[config.mk]
export PLATFORM = sky130hd
export DESIGN_NAME = keypad_scanner
export DESIGN_NICKNAME = d
export VERILOG_FILES = /design/src/rtl/keypad_scanner.sv
export SDC_FILE = /design/constraint.sdc
export NUM_CORES = 1
export LEC_CHECK = 0
export ABC_AREA = 1
export CORE_UTILIZATION = 50
export DETAILED_ROUTE_END_ITERATION = 8
export GPL_ROUTABILITY_DRIVEN = 0
export GPL_TIMING_DRIVEN = 0
export PLACE_DENSITY = 0.72
export SLEW_MARGIN = 10
export SYNTH_ARGS = -nofsm -noshare
export SYNTH_HDL_FRONTEND = slang
export SYNTH_SLANG_ARGS = --single-unit
[constraint.sdc]
create_clock -name clk -period 6.55 [get_ports clk]
set_clock_uncertainty 0.2 [all_clocks]
set_input_delay 1.6375 -clock clk [delete_from_list [all_inputs] [get_ports clk]]
set_output_delay 1.6375 -clock clk [all_outputs]
set_load 0.01 [all_outputs]
[src/rtl/keypad_scanner.sv]
// 4x4 active-low keypad scanner: rotating column drive, frame-based debounce, one valid pulse per press.
// Optional build macro KEY_REPEAT_EN adds auto-repeat pulses while a key stays held.
module keypad_scanner #(
    parameter int DWELL          = 4096,
    parameter int DEBOUNCE_SCANS = 4,
    parameter int REPEAT_SCANS   = 32
) (
    input  logic       clk,
    input  logic       rst,
    input  logic [3:0] rows,
    output logic [3:0] col_sel,
    output logic [3:0] key_code,
    output logic       key_valid,
    output logic       key_held
);

    localparam int DW = $clog2(DWELL);
    localparam int CW = $clog2(DEBOUNCE_SCANS + 1);

    if (DWELL < 2 || DEBOUNCE_SCANS < 1 || REPEAT_SCANS < 1) begin : g_bad_params
        $error("keypad_scanner: DWELL>=2, DEBOUNCE_SCANS>=1, REPEAT_SCANS>=1 required");
    end

    typedef enum logic [1:0] {IDLE, DEBOUNCE, PRESSED, RELEASE} state_t;

    logic [3:0]    rows_meta_q, rows_sync_q;
    logic [DW-1:0] dwell_q;
    logic [1:0]    col_q;
    logic [1:0]    acc_num_q;
    logic [3:0]    acc_code_q;
    state_t        state_q, state_d;
    logic [CW-1:0] cnt_q, cnt_d;
    logic [3:0]    cand_q, cand_d;
    logic [3:0]    key_code_q, key_code_d;
    logic          key_held_q, key_held_d;
    logic          key_valid_q, key_valid_d;

    logic [1:0] scan_num;
    logic [3:0] scan_code;
    logic       sample, frame_end, is_single, match_held, match_cand;

    always_ff @(posedge clk or posedge rst) begin
        if (rst) begin
            rows_meta_q <= 4'b1111;
            rows_sync_q <= 4'b1111;
            dwell_q     <= '0;
            col_q       <= 2'd0;
            acc_num_q   <= 2'd0;
            acc_code_q  <= 4'd0;
        end else begin
            rows_meta_q <= rows;
            rows_sync_q <= rows_meta_q;
            if (sample) begin
                dwell_q <= '0;
                col_q   <= col_q + 2'd1;
                if (frame_end) begin
                    acc_num_q  <= 2'd0;
                    acc_code_q <= 4'd0;
                end else begin
                    acc_num_q  <= scan_num;
                    acc_code_q <= scan_code;
                end
            end else begin
                dwell_q <= dwell_q + DW'(1);
            end
        end
    end

    // Key count saturates at 2: the FSM only distinguishes none, single and multi.
    always_comb begin
        scan_num  = acc_num_q;
        scan_code = acc_code_q;
        for (int r = 0; r < 4; r++) begin
            if (!rows_sync_q[r]) begin
                if (scan_num != 2'd2) scan_num = scan_num + 2'd1;
                scan_code = {col_q, 2'(r)};
            end
        end
    end

    assign sample     = (dwell_q == DW'(DWELL - 1));
    assign frame_end  = sample && (col_q == 2'd3);
    assign is_single  = frame_end && (scan_num == 2'd1);
    assign match_held = is_single && (scan_code == key_code_q);
    assign match_cand = is_single && (scan_code == cand_q);

`ifdef KEY_REPEAT_EN
    localparam int RW = $clog2(REPEAT_SCANS + 1);
    logic [RW-1:0] rep_q, rep_d;
`endif

    always_ff @(posedge clk or posedge rst) begin
        if (rst) begin
            state_q     <= IDLE;
            cnt_q       <= '0;
            cand_q      <= 4'd0;
            key_code_q  <= 4'd0;
            key_held_q  <= 1'b0;
            key_valid_q <= 1'b0;
`ifdef KEY_REPEAT_EN
            rep_q       <= '0;
`endif
        end else begin
            state_q     <= state_d;
            cnt_q       <= cnt_d;
            cand_q      <= cand_d;
            key_code_q  <= key_code_d;
            key_held_q  <= key_held_d;
            key_valid_q <= key_valid_d;
`ifdef KEY_REPEAT_EN
            rep_q       <= rep_d;
`endif
        end
    end

    always_comb begin
        state_d     = state_q;
        cnt_d       = cnt_q;
        cand_d      = cand_q;
        key_code_d  = key_code_q;
        key_held_d  = key_held_q;
        key_valid_d = 1'b0;
`ifdef KEY_REPEAT_EN
        rep_d       = rep_q;
`endif
        if (frame_end) begin
            case (state_q)
                IDLE: begin
                    if (is_single) begin
                        cand_d = scan_code;
                        cnt_d  = CW'(1);
                        if (DEBOUNCE_SCANS == 1) begin
                            state_d     = PRESSED;
                            key_code_d  = scan_code;
                            key_held_d  = 1'b1;
                            key_valid_d = 1'b1;
`ifdef KEY_REPEAT_EN
                            rep_d       = '0;
`endif
                        end else begin
                            state_d = DEBOUNCE;
                        end
                    end
                end
                DEBOUNCE: begin
                    if (match_cand) begin
                        if (cnt_q != CW'(DEBOUNCE_SCANS)) cnt_d = cnt_q + CW'(1);
                        if (cnt_q == CW'(DEBOUNCE_SCANS - 1)) begin
                            state_d     = PRESSED;
                            key_code_d  = cand_q;
                            key_held_d  = 1'b1;
                            key_valid_d = 1'b1;
`ifdef KEY_REPEAT_EN
                            rep_d       = '0;
`endif
                        end
                    end else if (is_single) begin
                        cand_d = scan_code;
                        cnt_d  = CW'(1);
                    end else begin
                        state_d = IDLE;
                    end
                end
                PRESSED: begin
                    if (match_held) begin
`ifdef KEY_REPEAT_EN
                        if (rep_q == RW'(REPEAT_SCANS - 1)) begin
                            rep_d       = '0;
                            key_valid_d = 1'b1;
                        end else begin
                            rep_d = rep_q + RW'(1);
                        end
`endif
                    end else if (DEBOUNCE_SCANS == 1) begin
                        state_d    = IDLE;
                        key_held_d = 1'b0;
                    end else begin
                        state_d = RELEASE;
                        cnt_d   = CW'(1);
                    end
                end
                RELEASE: begin
                    if (match_held) begin
                        state_d = PRESSED;
`ifdef KEY_REPEAT_EN
                        rep_d   = '0;
`endif
                    end else begin
                        if (cnt_q != CW'(DEBOUNCE_SCANS)) cnt_d = cnt_q + CW'(1);
                        if (cnt_q == CW'(DEBOUNCE_SCANS - 1)) begin
                            state_d    = IDLE;
                            key_held_d = 1'b0;
                        end
                    end
                end
                default: state_d = IDLE;
            endcase
        end
    end

    assign col_sel   = ~(4'b0001 << col_q);
    assign key_code  = key_code_q;
    assign key_valid = key_valid_q;
    assign key_held  = key_held_q;

endmodule
==> results of run 1 <==
## worst max-delay path, stage by stage (launching register included)
cell and delay, ns:
dfrtp_1 0.45, ha_1 0.30, inv_1 0.14, clkdlybuf4s50_1 0.55
## path summary, 6_finish.rpt
path	endpoint	slack, ns	depth (start not counted)
max	col_sel[3]	2.98	3
min	rows_sync_q[0]$_DFF_PP1_	0.15	0
max reg2reg	state_q[0]$_DFFE_PP0P_	3.63	19
min reg2reg	rows_sync_q[0]$_DFF_PP1_	0.15	0
max in group asynchronous	dwell_q[10]$_DFF_PP0_	4.23	3
min in group asynchronous	acc_num_q[1]$_DFFE_PP0N_	1.44	2
## through the flow
step                      instances  util, %  setup slack, ns
after floorplan                 341        -             3.72
after global placement          426     56.9             2.82
after detailed placement        427     57.3             3.29
after CTS                       435     59.5             2.96
after global routing            435     59.5             2.90
final                           435     59.5             2.98
## cell type report
cell class,count,area [sq um],share of cell area [%]
plain buffers,1,7.51,0.247
inverters,59,224,7.37
flip-flops and latches,43,1090,35.7
clock buffers,5,68.8,2.26
multi-input cells,238,1350,44.4
well taps,70,87.6,2.88
clock inverters,3,47.5,1.56
repair buffers,16,170,5.60
## sequential cells by signal (all words and copies together) (netlist names)
register	count
cand_q	4
key_code	4
col_q	2
key_held	1
cnt_q	3
acc_num_q	2
dwell_q	12
rows_sync_q	4
state_q	2
rows_meta_q	4
key_valid	1
acc_code_q	4
## Yosys cell counts (2+ instances only)
library cell / count
nand4_1: 5
nand4_2: 2
o21ai_0: 10
inv_1: 55
a21oi_1: 7
o22ai_1: 2
xnor2_1: 3
dfstp_2: 8
nor3_1: 3
nand2_4: 3
xor2_1: 8
clkinv_1: 2
nor2_1: 20
nand3_2: 4
nand3_1: 23
o21ai_1: 12
dfrtp_1: 35
nor2_8: 2
nand2_2: 5
ha_1: 11
nand2_1: 99
nor2_4: 4
nor2_2: 6
## power groups by stage
stage / sequential (uW) / clock (uW) / combinational (uW)
2_1_floorplan: 276 / 0 / 27.3
3_3_place_gp: 276 / 0 / 36.3
3_5_place_dp: 277 / 0 / 38.5
4_1_cts: 272 / 221 / 38.7
5_1_grt: 272 / 233 / 43.0
6_report: 271 / 216 / 38.0
## kinds of logic after synthesis
family / Yosys count / synth area share [%]
AOI/OAI and AO/OA: 36 / 7.79
adders and majority gates: 11 / 5.16
xor gates and xnor gates: 11 / 3.61
buffers and inverters: 60 / 8.68
DFF: 43 / 40.7
and+or+nand+nor: 180 / 34.0
## layer usage
layer  GRT usage (%)  wire, um  up-vias
li1                -         -     1113
met1            29.2      2560      984
met2            32.4      2220       18
met3            3.48       107        7
met4            8.81        79        0
met5               0         0        -
==> results.toml, run 1 <==
[synth]
synth_edf_count = 0
yosysSeqAreaShare_pct = 40.7
synth_cell_types = 35
ys.flop_type = "dfrtp_1"
synth_area_per_cell_sq_um = 7.82
synth-async-reset-ratio_pct = 100
ys_ff_latch = 43
syn_nets = 358
yosysWarnings = 0
netlist_area_sq_um = 2670
yosysTopAreaCellShare_pct = 32.8
yosys.area.top_type = "dfrtp_1"
syn_inst = 341
synthTopCellsByArea = "dfrtp_1 (33%), nand2_1 (14%), dfstp_2 (7.9%)"

[global_routing]
grt_max_degree = 25
grt_usage_pct = 20.9
grt-ovfl-total = 0
grt_antenna_before_repair = 0
grt_pass1_wl_um = 8780
grt_pass1_vias = 1935

[outcome]
status = "complete, no violations"

[min_path]
hold_class = "register to register"
hold_path.startpoint = "rows_meta_q[0]$_DFF_PP1_"

[timing]
fmax_ghz = 0.280
holdWs_ns = 0.146
tightest_slew_ns = 0.557
rsz0062_at_grt = "false"
relSlewSlack_pct = 62.7
setup_viol = 0
timing_max_transition_violations_final = 0
finalHoldViolations = 0
period_share_pct = 54.5
fin_crit_ns = 3.57
tns_ns = 0

[power]
comb_power_share_pct = 7.2
power_leakage_uw = 0.00159
p_int_uw = 398
p_switching_uw = 127
total_power_uw = 525
irDropWorstVdd_mv = 0.123
clockPowerShare_pct = 41.1
powerDensity_nw_per_um2 = 173
p_sw_share_pct = 24.2
power_frac_seq_pct = 51.7

[worst_setup_path]
crit_arrival_ns = 1.74
end_kind = "primary output"
startpoint_type = "register"
cp_data_required_time_ns = 4.71
path_class = "register to primary output"
crit_fanout = 5
timing.rr.start = "acc_num_q[0]$_DFFE_PP0N_"
crit_start = "col_q[0]$_DFFE_PP0N_"

[clock_network]
cts_sinks = 43
cts_setup_buffers = 0
cts_resized = 0
clkSlewWorstSetupHoldPaths_ns = 0.09
cts_tree = "yes"
insertion_delay_ns = 0.30
htree_levels = 2
hold_buffers = 0
cts_buffers = 5
root_buffer = "clkbuf_8"
max-clock-path-buffers = 2

[final_layout]
syn2layout_area_growth_pct = 14.0
layout-drive-gt1-share_pct = 14.2
stdcell_area_sq_um = 3040
final_common_cell = "nand2_1"
nets = 381
num_antenna_cells = 0
final_cell_mix = "nand2_1 (99), inv_1 (54), dfrtp_1 (35)"
fillers = 474

[die]
die_area_sq_um = 5630
die_w_um = 75.0
pin_count = 16
start_util_pct = 52.2
die_h_um = 75.0
num_rows = 26
core-area_sq_um = 5110

[drt]
dr.pass1.iters = 4
drcViolationCount = 0
antenna_left = 0
vias = 2122
drtIter0Drc = 90
avgViaCountPerCell = 4.88
wire_per_inst_um = 11.4
routed_wirelength_um = 4970

[placed_design]
portBuffers = 15
placed_area_sq_um = 2920
hpwl_um = 3810

[run]
maxCapViolCount = 0
(Power assumes the default switching activity.)
==> run 2: changes to the inputs <==
- clock period: 6.55 -> 3.3 ns (I/O delays scaled with it)
==> results of run 2 <==
Same layout as run 1 (identical final DEF). Status: complete, no violations.
Among the figures that moved: setup slack after placement 3.29 ns -> 0.418 ns; setup slack after layout 2.98 ns -> 0.382 ns; start point of the critical path col_q[0]$_DFFE_PP0N_ -> acc_num_q[0]$_DFFE_PP0N_; end point of the critical path col_sel[3] -> state_q[0]$_DFFE_PP0P_; register-to-register setup slack 3.63 ns -> 0.38 ns; total power 525 uW -> 1040 uW; worst IR drop on VDD 0.123 mV -> 0.244 mV
==> run 3: changes to the inputs <==
- CORE_UTILIZATION: 50 -> 59
- PLACE_DENSITY: 0.72 -> 0.82
==> results.toml, run 3 (synthesized netlist as in run 1, its figures left out) <==
[timing]
fin_crit_ns = 2.86
tightest_slew_ns = 0.532
fmax_ghz = 0.350
setup_viol = 0
setup_ws_ns = 0.442
finalHoldViolations = 0
timing_max_transition_violations_final = 0
period_share_pct = 86.6
relSlewSlack_pct = 64.4
holdWs_ns = 0.160
tns_ns = 0
rsz0062_at_grt = "false"

[global_routing]
grt_pass1_wl_um = 9260
grt_antenna_before_repair = 0
grt_usage_pct = 24.4
grt_max_degree = 37
grt-ovfl-total = 0
grt_pass1_vias = 2135

[power]
power_frac_seq_pct = 55.3
irDropWorstVdd_mv = 0.271
power_leakage_uw = 0.00158
p_int_uw = 731
clockPowerShare_pct = 37.1
powerDensity_nw_per_um2 = 325
comb_power_share_pct = 7.6
p_sw_share_pct = 25.1
p_switching_uw = 245

[final_layout]
multi_input_area_sq_um = 1350
layout-drive-gt1-share_pct = 14.2
num_antenna_cells = 0
regMostFlops = "dwell_q"
fin_util_pct = 68.9
final_common_cell = "nand2_1"
largest_reg_flops = 12
nets = 381
final_cell_mix = "nand2_1 (99), inv_1 (54), dfrtp_1 (35)"
fillers = 347
syn2layout_area_growth_pct = 12.5
ff_latch_area_sq_um = 1090

[clock_network]
root_buffer = "clkbuf_8"
max-clock-path-buffers = 2
cts_setup_buffers = 0
cts_tree = "yes"
cts_buffers = 5
cts_resized = 0
cts_sinks = 43
htree_levels = 2
hold_buffers = 0
clkSlewWorstSetupHoldPaths_ns = 0.08
insertion_delay_ns = 0.30

[worst_setup_path]
r2r_setup_slack_ns = 0.44
worstReg2RegEnd = "state_q[0]$_DFFE_PP0P_"
crit_arrival_ns = 2.85
crit_fanout = 4
end_kind = "register"
cp_data_required_time_ns = 3.30
reg2reg_depth = 19
startpoint_type = "register"
timing.rr.start = "acc_num_q[0]$_DFFE_PP0N_"
path_class = "register to register"

[drt]
avgViaCountPerCell = 5.20
drcViolationCount = 0
routed_wirelength_um = 5140
dr.pass1.iters = 7
antenna_left = 0
drtIter0Drc = 178
vias = 2169
wire_per_inst_um = 12.3

[die]
pin_count = 16
die_area_sq_um = 4790
core-area_sq_um = 4350
die_w_um = 69.2
start_util_pct = 61.2
num_rows = 24
die_h_um = 69.2

[min_path]
min_to = "rows_sync_q[2]$_DFF_PP1_"
min_path_cells = 0
hold_class = "register to register"
hold_path.startpoint = "rows_meta_q[2]$_DFF_PP1_"

[placed_design]
dp_slack_ns = 0.462
hpwl_um = 3970
portBuffers = 15

[run]
maxCapViolCount = 0

[outcome]
status = "complete, no violations"
## run 3: per-layer routing
metal	track usage, %	vias to the layer above	wire length (um)	share of wire, %
met3	4.65	6	198	3.9
met4	9.52	0	61	1.2
li1	-	1114	-	-
met2	39.2	47	2410	47
met5	0	-	0	0
met1	32.7	1002	2470	48
## run 3: area by class of cell
class	instances	area share (%)
plain buffers	1	0.250
clock buffers	6	2.75
clock inverters	2	0.542
inverters	59	7.46
multi-input cells	238	45.0
flip-flops and latches	43	36.2
well taps	52	2.17
repair buffers	16	5.67
## run 3: worst max path at each step
stage	start	endpoint	slack, ns	depth (start not counted)
3_3_place_gp	rst	state_q[1]$_DFFE_PP0P_	0.41	2
6_report	acc_num_q[0]$_DFFE_PP0N_	state_q[0]$_DFFE_PP0P_	0.44	19
5_1_grt	acc_num_q[0]$_DFFE_PP0N_	state_q[0]$_DFFE_PP0P_	0.13	19
3_5_place_dp	acc_num_q[0]$_DFFE_PP0N_	state_q[0]$_DFFE_PP0P_	0.46	19
4_1_cts	acc_num_q[0]$_DFFE_PP0N_	state_q[0]$_DFFE_PP0P_	0.45	19
2_1_floorplan	acc_num_q[0]$_DFFE_PP0N_	state_q[1]$_DFFE_PP0P_	0.69	21
## run 3: worst max-delay path, stage by stage, from the launching register on
cell,delay (ns)
dfrtp_1,0.38
inv_1,0.12
ha_1,0.26
inv_1,0.06
nand2_1,0.04
nand2_1,0.07
nand2_1,0.07
nand2_1,0.06
nand2_1,0.07
a21oi_1,0.17
nand2_1,0.07
ha_1,0.29
nand2_1,0.10
nand3_4,0.12
nor2_2,0.17
nand4_1,0.18
nor2_2,0.17
nor2_4,0.05
nand3_1,0.06
nand2_1,0.05
## run 3: metrics by stage
step	power, uW	instances	instance area (sq um)
finish	976	417	3000
detailed placement	624	409	2900
CTS	983	417	3000
global route	1020	417	3000
global placement	619	408	2880
floorplan	602	341	2670
## run 3: power by group through the flow
| stage | registers (uW) | logic (uW) | clock network (uW) |
|---|---|---|---|
| 2_1_floorplan | 548 | 54.2 | 0 |
| 3_3_place_gp | 549 | 69.6 | 0 |
| 3_5_place_dp | 549 | 74.9 | 0 |
| 4_1_cts | 539 | 75.1 | 368 |
| 5_1_grt | 540 | 85.0 | 393 |
| 6_report | 539 | 74.3 | 362 |
